--- src/rtl/decode_group_latch_pkg.sv ---
// decode_group_latch_pkg: shared slot record, widths and thermometer helper for the decode latch
package decode_group_latch_pkg;
    localparam int DATA_WIDTH = 32;
    localparam int RAS_W = 3;
    localparam int SLOTS = 3;
    typedef struct packed {
        logic [DATA_WIDTH-1:0] inst;
        logic [DATA_WIDTH-1:0] pc;
        logic [DATA_WIDTH-1:0] imm;
        logic                  bp;
        logic [DATA_WIDTH-1:0] pcpred;
        logic [RAS_W-1:0]      ras;
    } fetch_slot_t;
    function automatic logic [SLOTS-1:0] thermo3(input logic [1:0] n);
        return n == 2'd0 ? 3'b000 : n == 2'd1 ? 3'b001 : n == 2'd2 ? 3'b011 : 3'b111;
    endfunction
endpackage

--- src/rtl/decode_group_latch_if.sv ---
// decode_group_latch_if: buffer-side handshake plus rename-side held-group view
interface decode_group_latch_if;
    import decode_group_latch_pkg::*;
    logic                                flush_i;
    logic [SLOTS-1:0]                    decode_valid_i;
    logic [SLOTS-1:0]                    decode_ready_o;
    logic [SLOTS-1:0][DATA_WIDTH-1:0]    instruction_i;
    logic [SLOTS-1:0][DATA_WIDTH-1:0]    pc_i;
    logic [SLOTS-1:0][DATA_WIDTH-1:0]    imm_i;
    logic [SLOTS-1:0]                    branch_prediction_i;
    logic [SLOTS-1:0][DATA_WIDTH-1:0]    pc_value_at_prediction_i;
    logic [RAS_W-1:0]                    ras_tos_checkpoint_i;
    logic [SLOTS-1:0]                    slot_valid_o;
    fetch_slot_t [SLOTS-1:0]             slot_o;
    logic [1:0]                          accept_count_i;
    logic [1:0]                          occupancy_o;
    modport master (
        output flush_i, decode_valid_i, instruction_i, pc_i, imm_i, branch_prediction_i,
               pc_value_at_prediction_i, ras_tos_checkpoint_i, accept_count_i,
        input  decode_ready_o, slot_valid_o, slot_o, occupancy_o
    );
    modport slave (
        input  flush_i, decode_valid_i, instruction_i, pc_i, imm_i, branch_prediction_i,
               pc_value_at_prediction_i, ras_tos_checkpoint_i, accept_count_i,
        output decode_ready_o, slot_valid_o, slot_o, occupancy_o
    );
endinterface

--- src/rtl/decode_group_latch_compactor.sv ---
// decode_group_latch_compactor: shifts survivors to slot 0 and appends newly taken entries behind them
module decode_group_latch_compactor
    import decode_group_latch_pkg::*;
(
    input  fetch_slot_t [SLOTS-1:0] i_old,
    input  logic [1:0]              i_cnt,
    input  logic [1:0]              i_acc,
    input  fetch_slot_t [SLOTS-1:0] i_new,
    input  logic [1:0]              i_take,
    output fetch_slot_t [SLOTS-1:0] o_next
);
    logic [1:0] w_surv;
    assign w_surv = i_cnt - i_acc;
    // vacated slots keep stale data; validity comes from the count alone
    always_comb begin
        for (int i = 0; i < SLOTS; i++) begin
            o_next[i] = i_old[i];
            if (2'(i) < w_surv)
                o_next[i] = i_old[2'(i) + i_acc];
            else if (2'(i) - w_surv < i_take)
                o_next[i] = i_new[2'(i) - w_surv];
        end
    end
endmodule

--- src/rtl/decode_group_latch.sv ---
// decode_group_latch: 3-entry in-order latch between instruction buffer pop and decode/rename
module decode_group_latch
    import decode_group_latch_pkg::*;
(
    input logic                 clk,
    input logic                 reset,
    decode_group_latch_if.slave bus
);
    logic [1:0]              r_cnt;
    fetch_slot_t [SLOTS-1:0] r_slot;
    fetch_slot_t [SLOTS-1:0] w_new;
    fetch_slot_t [SLOTS-1:0] w_next;
    logic [1:0]              w_acc;
    logic [1:0]              w_free;
    logic [1:0]              w_take;
    logic [SLOTS-1:0]        w_hit;
    assign w_acc  = bus.flush_i ? 2'd0 : (bus.accept_count_i > r_cnt ? r_cnt : bus.accept_count_i);
    assign w_free = 2'd3 - r_cnt + w_acc;
    assign bus.decode_ready_o = (reset || bus.flush_i) ? 3'b000 : thermo3(w_free);
    assign w_hit  = bus.decode_valid_i & bus.decode_ready_o;
    // only the contiguous low run of valid&ready is popped
    assign w_take = !w_hit[0] ? 2'd0 : !w_hit[1] ? 2'd1 : !w_hit[2] ? 2'd2 : 2'd3;
    always_comb begin
        for (int i = 0; i < SLOTS; i++)
            w_new[i] = '{inst: bus.instruction_i[i], pc: bus.pc_i[i], imm: bus.imm_i[i],
                         bp: bus.branch_prediction_i[i], pcpred: bus.pc_value_at_prediction_i[i],
                         ras: bus.ras_tos_checkpoint_i};
    end
    decode_group_latch_compactor u_compactor (
        .i_old  (r_slot),
        .i_cnt  (r_cnt),
        .i_acc  (w_acc),
        .i_new  (w_new),
        .i_take (w_take),
        .o_next (w_next)
    );
    always_ff @(posedge clk) begin
        if (reset) begin
            r_cnt  <= 2'd0;
            r_slot <= '0;
        end else if (bus.flush_i) begin
            r_cnt  <= 2'd0;
        end else begin
            r_cnt  <= r_cnt - w_acc + w_take;
            r_slot <= w_next;
        end
    end
    assign bus.slot_valid_o = thermo3(r_cnt);
    assign bus.occupancy_o  = r_cnt;
    assign bus.slot_o       = r_slot;
endmodule
--- src/flat_wrapper.sv ---
// flat-port wrapper written by rule: the top's interface ports become plain ports
module decode_group_latch_flat import decode_group_latch_pkg::*;
  (clk, reset, bus_flush_i, bus_decode_valid_i, bus_instruction_i, bus_pc_i, bus_imm_i, bus_branch_prediction_i, bus_pc_value_at_prediction_i, bus_ras_tos_checkpoint_i, bus_accept_count_i, bus_decode_ready_o, bus_slot_valid_o, bus_slot_o, bus_occupancy_o);
  decode_group_latch_if bus_i ();
  input logic clk;
  input logic reset;
  input wire logic [$bits(bus_i.flush_i)-1:0] bus_flush_i;
  input wire logic [$bits(bus_i.decode_valid_i)-1:0] bus_decode_valid_i;
  input wire logic [$bits(bus_i.instruction_i)-1:0] bus_instruction_i;
  input wire logic [$bits(bus_i.pc_i)-1:0] bus_pc_i;
  input wire logic [$bits(bus_i.imm_i)-1:0] bus_imm_i;
  input wire logic [$bits(bus_i.branch_prediction_i)-1:0] bus_branch_prediction_i;
  input wire logic [$bits(bus_i.pc_value_at_prediction_i)-1:0] bus_pc_value_at_prediction_i;
  input wire logic [$bits(bus_i.ras_tos_checkpoint_i)-1:0] bus_ras_tos_checkpoint_i;
  input wire logic [$bits(bus_i.accept_count_i)-1:0] bus_accept_count_i;
  output wire logic [$bits(bus_i.decode_ready_o)-1:0] bus_decode_ready_o;
  output wire logic [$bits(bus_i.slot_valid_o)-1:0] bus_slot_valid_o;
  output wire logic [$bits(bus_i.slot_o)-1:0] bus_slot_o;
  output wire logic [$bits(bus_i.occupancy_o)-1:0] bus_occupancy_o;
  assign bus_i.flush_i = bus_flush_i;
  assign bus_i.decode_valid_i = bus_decode_valid_i;
  assign bus_i.instruction_i = bus_instruction_i;
  assign bus_i.pc_i = bus_pc_i;
  assign bus_i.imm_i = bus_imm_i;
  assign bus_i.branch_prediction_i = bus_branch_prediction_i;
  assign bus_i.pc_value_at_prediction_i = bus_pc_value_at_prediction_i;
  assign bus_i.ras_tos_checkpoint_i = bus_ras_tos_checkpoint_i;
  assign bus_i.accept_count_i = bus_accept_count_i;
  assign bus_decode_ready_o = bus_i.decode_ready_o;
  assign bus_slot_valid_o = bus_i.slot_valid_o;
  assign bus_slot_o = bus_i.slot_o;
  assign bus_occupancy_o = bus_i.occupancy_o;
  decode_group_latch u_core (.clk(clk), .reset(reset), .bus(bus_i));
endmodule
--- config.mk ---
export PLATFORM = sky130hd
export DESIGN_NAME = decode_group_latch_flat
export DESIGN_NICKNAME = d
export VERILOG_FILES = /design/src/rtl/decode_group_latch_pkg.sv /design/src/rtl/decode_group_latch_if.sv /design/src/rtl/decode_group_latch_compactor.sv /design/src/rtl/decode_group_latch.sv /design/src/flat_wrapper.sv
export SDC_FILE = /design/constraint.sdc
export NUM_CORES = 1
export LEC_CHECK = 0
export CORE_AREA = 2 2 308 310
export DETAILED_ROUTE_END_ITERATION = 7
export DIE_AREA = 0 0 310 312
export PLACE_DENSITY = 0.64
export SLEW_MARGIN = 30
export SYNTH_ARGS = -nofsm -noshare
export SYNTH_HDL_FRONTEND = slang
export SYNTH_SLANG_ARGS = --single-unit
--- constraint.sdc ---
create_clock -name clk -period 7.5 [get_ports clk]
set_input_delay 0.75 -clock clk [delete_from_list [all_inputs] [get_ports clk]]
set_output_delay 0.75 -clock clk [all_outputs]
set_load 0.01 [all_outputs]
# ---- Word level (Yosys, flattened, before mapping)
# Cells that the tools add are included.
dict set report totals {
  reg_bits 398
  inputBits 398
  wordCells 87
}
dict set report classes {
  add_sub_neg 9
  magnitude_cmp 13
  eq_ne 4
  n_mux 30
  bitwise_logic 2
  reduce_logical 10
}
# operator count
set op_table {}
lappend op_table {{binary-select mux 132 bit (select 2 bit)} 6}
lappend op_table {{two-way mux 132 bit} 12}
lappend op_table {{two-way mux 3 bit} 7}
lappend op_table {{< comparator 2 x 3 -> 1 bit (second input constant)} 6}
lappend op_table {{two-way mux 2 bit} 4}
lappend op_table {{< comparator 2 bit} 3}
lappend op_table {{AND reduction 2 bit} 3}
lappend op_table {{nonzero test 2 bit} 3}
lappend op_table {{adder 2 bit} 2}
lappend op_table {{== test 2 x 1 -> 1 bit (second input constant)} 2}
lappend op_table {{== test 2 bit (second input constant)} 2}
lappend op_table {{zero test 2 bit} 2}
lappend op_table {{< comparator 1 x 2 -> 1 bit (first input constant)} 2}
lappend op_table {{subtractor 1 x 2 -> 2 bit (first input constant)} 2}
lappend op_table {{subtractor 2 bit (first input constant)} 2}
lappend op_table {{bitwise AND 3 bit} 1}
lappend op_table {{adder 1 x 2 -> 2 bit (first input constant)} 1}
lappend op_table {{adder 2 bit (first input constant)} 1}
lappend op_table {{greater-than comparator 2 bit} 1}
lappend op_table {{< comparator 2 bit (first input constant)} 1}
lappend op_table {{OR reduction 2 bit} 1}
lappend op_table {{subtractor 2 bit} 1}
lappend op_table {{logical OR 1 bit} 1}
lappend op_table {{two-way mux 1 bit} 1}
lappend op_table {{inverter 1 bit} 1}

# ---- Longest topological paths before layout
# Gate-level depths: netlist (run 1).
dict set report logic_depth {
  word_depth 16
  mapped_depth 26
  depth_no_buf 20
}

# ---- Modules after synthesis
# A second synthesis (run 1) with hierarchy kept.
dict set report hier_totals {
  hier_cells 4505
  hier_area_um2 36830.3
}
# module instances cells_each area_each_um2 seq_area_each_um2
set by_module_without_submodules {}
lappend by_module_without_submodules {decode_group_latch_compactor 1 3183 22457.8 0.0}
lappend by_module_without_submodules {decode_group_latch 1 1322 14372.5 7967.6}

# ---- Worst setup path before layout (run 1)
# No wires, ideal clock.
dict set report synth_path {
  path_type {input to register}
  start {input bus_accept_count_i[1]}
  end {register u_core.r_slot, in the netlist u_core.bus.slot_o[10]}
  arrival_time_ns 5.451
  slack_ns 1.927
  stages 22
  cell_sequence {ha_1 -> and2b_1 -> o211ai_4 -> nand3_1 -> inv_2 -> clkbuf_1 -> ha_1 -> xor2_1 -> xnor2_2 -> buf_2 -> clkbuf_1 -> ha_1 -> buf_6 -> nor4b_4 -> or2b_1 -> ha_1 -> a21oi_1 -> o221a_4 -> o22ai_4 -> buf_6 -> buf_6 -> a221o_1}
}
dict set report synth_via {
  elab_chain_len 16
}
# item line
set synth_rtl {}
lappend synth_rtl {{start: declaration} flat_wrapper.sv:15} ;# input wire logic [$bits(bus_i.accept_count_i)-1:0] bus_accept_count_i;
lappend synth_rtl {{greater-than comparator 2 bit} decode_group_latch.sv:17} ;# assign w_acc = bus.flush_i ? 2'd0 : (bus.accept_count_i > r_cnt ? r_cnt : bus.accept_count_i);
lappend synth_rtl {{two-way mux 2 bit (*) (2 in a row)} decode_group_latch.sv:17}
lappend synth_rtl {{adder 2 bit} decode_group_latch.sv:18} ;# assign w_free = 2'd3 - r_cnt + w_acc;
lappend synth_rtl {{== test 2 bit} decode_group_latch_pkg.sv:15} ;# return n == 2'd0 ? 3'b000 : n == 2'd1 ? 3'b001 : n == 2'd2 ? 3'b011 : 3'b111;
lappend synth_rtl {{two-way mux 3 bit (3 in a row)} decode_group_latch_pkg.sv:15}
lappend synth_rtl {{two-way mux 3 bit} decode_group_latch.sv:19} ;# assign bus.decode_ready_o = (reset || bus.flush_i) ? 3'b000 : thermo3(w_free);
lappend synth_rtl {{bitwise AND 3 bit} decode_group_latch.sv:20} ;# assign w_hit = bus.decode_valid_i & bus.decode_ready_o;
lappend synth_rtl {{two-way mux 1 bit} decode_group_latch.sv:22} ;# assign w_take = !w_hit[0] ? 2'd0 : !w_hit[1] ? 2'd1 : !w_hit[2] ? 2'd2 : 2'd3;
lappend synth_rtl {{two-way mux 2 bit (2 in a row)} decode_group_latch.sv:22}
lappend synth_rtl {{< comparator 2 bit} decode_group_latch_compactor.sv:20} ;# else if (2'(i) - w_surv < i_take)
lappend synth_rtl {{nonzero test 2 bit (no line)} --}
lappend synth_rtl {{AND reduction 2 bit (no line)} --}
lappend synth_rtl {{end signal: assignment} decode_group_latch.sv:45} ;# r_slot <= w_next;
lappend synth_rtl {{end: declaration} decode_group_latch.sv:10} ;# fetch_slot_t [SLOTS-1:0] r_slot;
# Mark *: on every way between the ends. The rest lies on a longest branch, timed or not. The select of a mux whose other input is x is not followed.
# A chain may end at the register's enable or synchronous reset.

# ---- Final worst setup path (run 1)
dict set report layout_path {
  start {register u_core.r_cnt[1], in the netlist u_core.bus.occupancy_o[1]}
  end {output bus_decode_ready_o[1]}
}
dict set report layout_via {
  elab_chain_len 8
}
# item line
set layout_rtl {}
lappend layout_rtl {{start: declaration} decode_group_latch.sv:9} ;# logic [1:0] r_cnt;
lappend layout_rtl {{start signal: assignment} decode_group_latch.sv:44} ;# r_cnt <= r_cnt - w_acc + w_take;
lappend layout_rtl {{greater-than comparator 2 bit} decode_group_latch.sv:17}
lappend layout_rtl {{two-way mux 2 bit (2 in a row)} decode_group_latch.sv:17}
lappend layout_rtl {{adder 2 bit (*)} decode_group_latch.sv:18}
lappend layout_rtl {{== test 2 x 1 -> 1 bit} decode_group_latch_pkg.sv:15}
lappend layout_rtl {{two-way mux 3 bit} decode_group_latch_pkg.sv:15}
lappend layout_rtl {{two-way mux 3 bit (*)} decode_group_latch_pkg.sv:15}
lappend layout_rtl {{two-way mux 3 bit (*)} decode_group_latch.sv:19}
lappend layout_rtl {{end: declaration} flat_wrapper.sv:16} ;# output wire logic [$bits(bus_i.decode_ready_o)-1:0] bus_decode_ready_o;
# Mark *: on every way between the ends. The rest lies on a longest branch, timed or not.

==> results of run 1 <==
[cell families (layout without fill, tap and decap cells)]
group / Yosys count / count (layout) / synth area share, %
fa+ha+maj: 10 / 10 / 0.485
other cells: 0 / 10 / 0
mux: 517 / 517 / 19.5
xor+xnor: 3 / 3 / 0.124
buf+inv: 389 / 966 / 6.39
flops: 398 / 398 / 29.2
compound gates: 1086 / 1086 / 28.2
simple gates: 965 / 965 / 16.1
[routing by layer]
layer	wire [um]	up-vias	part of all wire, %
li1	-	13800	-
met1	51800	14800	40
met2	59900	1699	46
met3	13500	318	10
met4	5130	14	3.9
met5	103	-	0.079
[sequential cells by signal (all words and copies together), names as in the netlist]
name                    cells
u_core.bus.occupancy_o      2
u_core.bus.slot_o         396
[power by group through the flow]
| stage | Sequential (mW) | Clock (mW) | Combinational, mW |
|---|---|---|---|
| 2_1_floorplan | 2.92 | 0 | 2.93 |
| 3_3_place_gp | 2.88 | 0 | 4.97 |
| 3_5_place_dp | 2.88 | 0 | 5.02 |
| 4_1_cts | 2.84 | 2.54 | 5.04 |
| 5_1_grt | 2.90 | 2.62 | 5.42 |
| 6_report | 2.85 | 2.50 | 5.09 |
[cell type report]
type                    count  area share, %
clock buffers              79           4.05
multi-input cells        2581           46.9
flip-flops and latches    398           21.0
clock inverters            12          0.317
inverters                  10          0.139
well taps                1254           4.14
repair buffers            865           23.4
diodes                     10         0.0661
[cell usage in the layout (no fill, tap or decap), types with 26 or more instances in the layout]
master and instances:
a221o_1 132, o21ai_0 132, dfxtp_1 398, clkbuf_16 53, mux2i_1 388, o2bb2ai_1 129, buf_4 37, nor3b_1 129
nor2_1 394, a21oi_1 269, o2111ai_1 129, nand2_1 277, o31ai_1 131, mux2_2 129, a31oi_1 132, nand3_1 132
buf_12 26, clkdlybuf4s50_1 801
[synth_stat cells, types with 4 or more instances]
cell type and instances:
dfxtp_1 398, nor2_1 395, mux2i_1 388, nand2_1 277
a21oi_1 270, clkbuf_1 250, a221o_1 132, a31oi_1 132
nand3_1 132, o21ai_0 132, o31ai_1 131, mux2_2 129
nor3b_1 129, o2111ai_1 129, o2bb2ai_1 129, buf_2 71
buf_1 30, buf_6 25, ha_1 9, inv_1 7
nand2b_1 6, nor3_1 6, a22oi_1 5, a32oi_1 5
a21o_1 4, and3_1 4
[critical path, stage by stage, from the launching register on]
cell	delay, ps
dfxtp_1	730
inv_1	240
ha_1	390
and2b_1	210
o211ai_4	340
nand3_1	310
inv_6	230
ha_4	140
xor2_1	390
xnor2_4	260
ha_4	280
nor4_1	780
clkdlybuf4s50_1	690
[metrics by stage]
stage / power [mW] / setup WS, ps / cells / utilization, % / area (um2)
after floorplan: 5.85 / 1930 / 3368 / - / 27300
after global placement: 7.86 / 821 / 5104 / 38.8 / 36100
after detailed placement: 7.90 / 691 / 5108 / 38.9 / 36200
after CTS: 10.4 / 1030 / 5199 / 40.7 / 37800
after global routing: 10.9 / 728 / 5205 / 40.7 / 37800
final: 10.4 / 1180 / 5209 / 40.7 / 37900
[path summary, 6_finish.rpt]
path | cells after the start | slack, ps | endpoint | start
setup reg to reg | 19 | 1250 | u_core.bus.slot_o[297]$_SDFFE_PP0P_ | u_core.bus.occupancy_o[1]$_SDFF_PP0_
setup / recovery | 12 | 1180 | bus_decode_ready_o[1] | u_core.bus.occupancy_o[1]$_SDFF_PP0_
hold reg to reg | 1 | 500 | u_core.bus.slot_o[90]$_SDFFE_PP0P_ | u_core.bus.slot_o[90]$_SDFFE_PP0P_
hold / removal | 1 | 500 | u_core.bus.slot_o[90]$_SDFFE_PP0P_ | u_core.bus.slot_o[90]$_SDFFE_PP0P_
==> impl_metrics.tcl, run 1 <==
set metrics [dict create \
    ys.flop_type "dfxtp_1" \
    synth_top_cell_area_share_pct 29.2 \
    p_per_area_nw_per_um2 276 \
    min_period_ps 6320 \
    skew_ps 12.7 \
    finalSetupTns_ps 0 \
    drv.max_cap_violation_count 0 \
    worst_pin_slew_ps 1150 \
    post_cts_buffers 0 \
    crit_arrival_ps 5570 \
    grtUsageMet3_pct 6.90 \
    seqPwrFrac_pct 27.3 \
    path_max_fanout 15 \
    clock.fmax_ghz 0.158 \
    cts_tree "yes" \
    syn_area_per_cell_um2 8.11 \
    postRouteAntennaNets 0 \
    grt_pass1_wl_mm 192 \
    grt_usage_pct 25.4 \
    met2_usage_pct 40.9 \
    ys_warn_count 0 \
    dr.first_iter.drc_count 3033 \
    ir_worst_vdd_uv 293 \
    min_path_type "reg2reg" \
    die_area_um2 96700 \
    cts_resized 0 \
    status "completed" \
    top_usage_layer "met2" \
    cp-start-kind "flop" \
    die_h_um 312 \
    hold_viol 0 \
    synth_cell_types 63 \
    htreeDepth 2 \
    rows 112 \
    yosysSeqAreaShare_pct 29.2 \
    vias_per_cell 5.89 \
    critPathRequiredTime_ps 6750 \
    clk_pin_slew_ps 60 \
    p_sw_share_pct 41.9 \
    slew_headroom_pct 23.4 \
    min_period_over_period_pct 84.3 \
    finalMaxSlewViolations 0 \
    syn-num-nets 3776 \
    synth-edff-count 0 \
    cts-buffers-inserted 50 \
    netlist_area_um2 27300 \
    cts-root-to-sink-buffers 3 \
    fillers 9475 \
    seq_area_um2 7970 \
    gp_congestion 0.880 \
    grt_max_degree 133 \
    root_buffer "clkbuf_16" \
    p_clk_share_pct 23.9 \
    dr.pass1.iters 5 \
    async_flop_share_pct 0 \
    cts_hold_buf 0 \
    areaGrowthSynthToFinish_pct 38.6 \
    grt_pass1_vias 29700 \
    vias 30700 \
    start_util_pct 29.4 \
    whs_ps 505 \
    grt_overflow_total 0 \
    yosysTopAreaCell "dfxtp_1" \
    synthTopCellsByArea "dfxtp_1, mux2i_1, nor2_1, mux2_2, a21oi_1" \
    p_comb_share_pct 48.8 \
    drive_above_1_share_pct 7.58 \
    cts_sinks 398 \
    p_int_mw 6.06 \
    synth-seq-cells 398 \
    clk_latency_ps 590 \
    power.switching_mw 4.38 \
    wl_per_cell_um 25.0 \
    fin_nets 4314 \
    portBuffers 801 \
    multiInputGateArea_um2 17700 \
    p_leak_nw 14.4 \
    design.portCount 802 \
    netlist_instances 3368 \
    critPathKind "reg2out" \
    core-area_um2 93000 \
    drc 0 \
    met1_usage_pct 31.8 \
    setup_violations 0 \
    hpwl_mm 84.2 \
    grt_antenna_before_repair 18 \
    die_w_um 310 \
    crit_path_end_kind "output pin" \
    rsz0062_at_grt "no" \
    drt_wl_total_mm 130 \
]
Power figures use the tool's default switching activity.
==> run 2, diff against run 1 <==
--- a/config.mk
+++ b/config.mk
@@ -8,7 +8,7 @@
 export CORE_AREA = 2 2 308 310
 export DETAILED_ROUTE_END_ITERATION = 7
 export DIE_AREA = 0 0 310 312
-export PLACE_DENSITY = 0.64
+export PLACE_DENSITY = 0.66
 export SLEW_MARGIN = 30
 export SYNTH_ARGS = -nofsm -noshare
 export SYNTH_HDL_FRONTEND = slang
==> constraint.sdc (replaced) <==
create_clock -name clk -period 5.5 [get_ports clk]
set_input_delay 0.55 -clock clk [delete_from_list [all_inputs] [get_ports clk]]
set_output_delay 0.55 -clock clk [all_outputs]
set_load 0.01 [all_outputs]
==> run 2 against run 1 <==
- design area increased by 0.35%
- sequential power increased by 38%
- core utilization increased by 0.14 points
- worst hold slack improved by 5.1 ps
- wire length decreased by 3.5%
- clock skew increased by 4.6 ps
- sequential share of layout area decreased by 0.074 points
- critical endpoint is now u_core.bus.slot_o[79]$_SDFFE_PP0P_
- highest routed layer unchanged
==> impl_metrics.tcl, run 2 (synthesis gave the netlist of run 1 again) <==
set metrics [dict create \
    r2r_start "u_core.bus.occupancy_o[1]$_SDFF_PP0_" \
    wl_per_cell_um 24.1 \
    min_to "u_core.bus.slot_o[32]$_SDFFE_PP0P_" \
    hold_path_depth 1 \
    drv.max_cap_violation_count 0 \
    cts_sinks 398 \
    slew_headroom_pct 31.2 \
    dr.first_iter.drc_count 3119 \
    cts-root-to-sink-buffers 3 \
    p_int_mw 8.18 \
    max_stage_delay_ps 520 \
    design.portCount 802 \
    worst_pin_slew_ps 1030 \
    r2r_end "u_core.bus.slot_o[79]$_SDFFE_PP0P_" \
    post_cts_buffers 0 \
    layout_commonest_cell "clkdlybuf4s50_1" \
    core-area_um2 93000 \
    path_max_fanout 30 \
    vias 30800 \
    cts_resized 0 \
    drt_wl_total_mm 126 \
    multiInputGateArea_um2 17700 \
    cp-start-kind "flop" \
    cts_tree "yes" \
    cts_hold_buf 0 \
    rsz0062_at_grt "no" \
    fin_util_pct 40.8 \
    finalMaxSlewViolations 0 \
    fin_nets 4333 \
    status "completed" \
    gp_congestion 0.871 \
    grt_usage_pct 24.4 \
    rr_worst_depth 20 \
    root_buffer "clkbuf_16" \
    cp_cell_sequence "inv_1, ha_1, and2b_1, o211ai_4, nand3_1, inv_6, ha_4, xor2_1, buf_4, xnor2_4, ha_4, nor4b_4, or2b_1, ha_1, a21oi_1, o221a_4, o22ai_4, buf_12, buf_12, a221o_1" \
    grt_overflow_total 0 \
    grt_pass1_wl_mm 187 \
    crit_path_end_kind "flop" \
    min_path_type "reg2reg" \
    drc 0 \
    setup_violations 0 \
    p_clk_share_pct 23.0 \
    reg2reg_slack_ps 580 \
    whs_ps 510 \
    start_util_pct 29.4 \
    hp-start "u_core.bus.slot_o[32]$_SDFFE_PP0P_" \
    p_total_mw 14.1 \
    p_sw_share_pct 41.8 \
    areaGrowthSynthToFinish_pct 39.1 \
    mostFrequentLayoutCells "clkdlybuf4s50_1, dfxtp_1, nor2_1" \
    drive_above_1_share_pct 8.00 \
    clk_pin_slew_ps 60 \
    p_leak_nw 14.5 \
    min_period_over_period_pct 89.4 \
    critPathKind "reg2reg" \
    p_per_area_nw_per_um2 370 \
    grt_max_degree 135 \
    skew_ps 17.3 \
    seqPwrFrac_pct 27.9 \
    p_comb_share_pct 49.1 \
    htreeDepth 2 \
    rows 112 \
    vias_per_cell 5.89 \
    postRouteAntennaNets 0 \
    fillers 9315 \
    ir_worst_vdd_uv 460 \
    dr.pass1.iters 6 \
    grt_pass1_vias 29500 \
    grt_antenna_before_repair 16 \
    hpwl_mm 83.7 \
    clk_latency_ps 590 \
    die_h_um 312 \
    largest_reg_flops 396 \
    critPathSlowestCell "dfxtp_1" \
    clock.fmax_ghz 0.203 \
    min_period_ps 4920 \
    finalSetupTns_ps 0 \
    hold_viol 0 \
    critPathRequiredTime_ps 5960 \
    crit_arrival_ps 5380 \
    power.switching_mw 5.89 \
    cts-buffers-inserted 48 \
    die_area_um2 96700 \
    portBuffers 801 \
    die_w_um 310 \
    seq_area_um2 7970 \
]
## run 2: changes by cell type in the layout (fill, tap and decap cells not counted), sizes merged
| cell | change |
|---|---|
| clkinvlp | -1 |
| clkbuf | -5 |
| buf | +21 |
| diode | -1 |
| inv | +3 |
## run 2: how the worst max path moves through the flow
stage,startpoint,to,slack [ps],cells after the start
6_report,u_core.bus.occupancy_o[1]$_SDFF_PP0_,u_core.bus.slot_o[79]$_SDFFE_PP0P_,580,20
2_1_floorplan,bus_accept_count_i[1],u_core.bus.slot_o[10]$_SDFFE_PP0P_,130,22
3_3_place_gp,bus_accept_count_i[0],u_core.bus.slot_o[106]$_SDFFE_PP0P_,350,19
4_1_cts,u_core.bus.occupancy_o[1]$_SDFF_PP0_,bus_decode_ready_o[0],580,14
5_1_grt,u_core.bus.occupancy_o[1]$_SDFF_PP0_,u_core.bus.slot_o[249]$_SDFFE_PP0P_,370,22
3_5_place_dp,bus_accept_count_i[0],u_core.bus.slot_o[82]$_SDFFE_PP0P_,280,21
## run 2: power groups by stage
stage               registers [mW]  clock network (mW)  logic [mW]
detailed placement            3.95                   0        6.81
floorplan                     3.98                   0        4.00
global placement              3.96                   0        6.74
global route                  3.97                3.40        7.35
finish                        3.93                3.24        6.90
CTS                           3.90                3.27        6.84
## run 2: metrics by stage
stage	cells	setup slack (ps)	instance area (um2)
after floorplan	3368	127	27300
after global placement	5129	354	36400
after detailed placement	5129	279	36400
after CTS	5217	580	38000
after global routing	5226	370	38000
final	5226	583	38000
## run 2: per-layer routing
| layer | vias up | wire (um) | track usage [%] |
|---|---|---|---|
| li1 | 13900 | - | - |
| met1 | 14900 | 50000 | 30.3 |
| met2 | 1674 | 58900 | 40.1 |
| met3 | 286 | 11900 | 5.70 |
| met4 | 12 | 4980 | 10.6 |
| met5 | - | 92 | 0 |
## run 2: final cells by class
type / count / share of cell area (%)
antenna: 9 / 0.0593
clock buffer: 74 / 3.74
clock inverter: 14 / 0.372
inverter: 10 / 0.138
multi-input combinational: 2581 / 46.7
sequential: 398 / 21.0
tap: 1254 / 4.13
timing repair buffer: 886 / 23.9
## run 2: critical path: cells and delay by family (launching register included)
kind,cells,cell delay [ps]
fa+ha+maj,4,1010
xor+xnor,2,250
simple gates,4,1070
compound gates,5,1090
flops,1,520
buf+inv,5,810
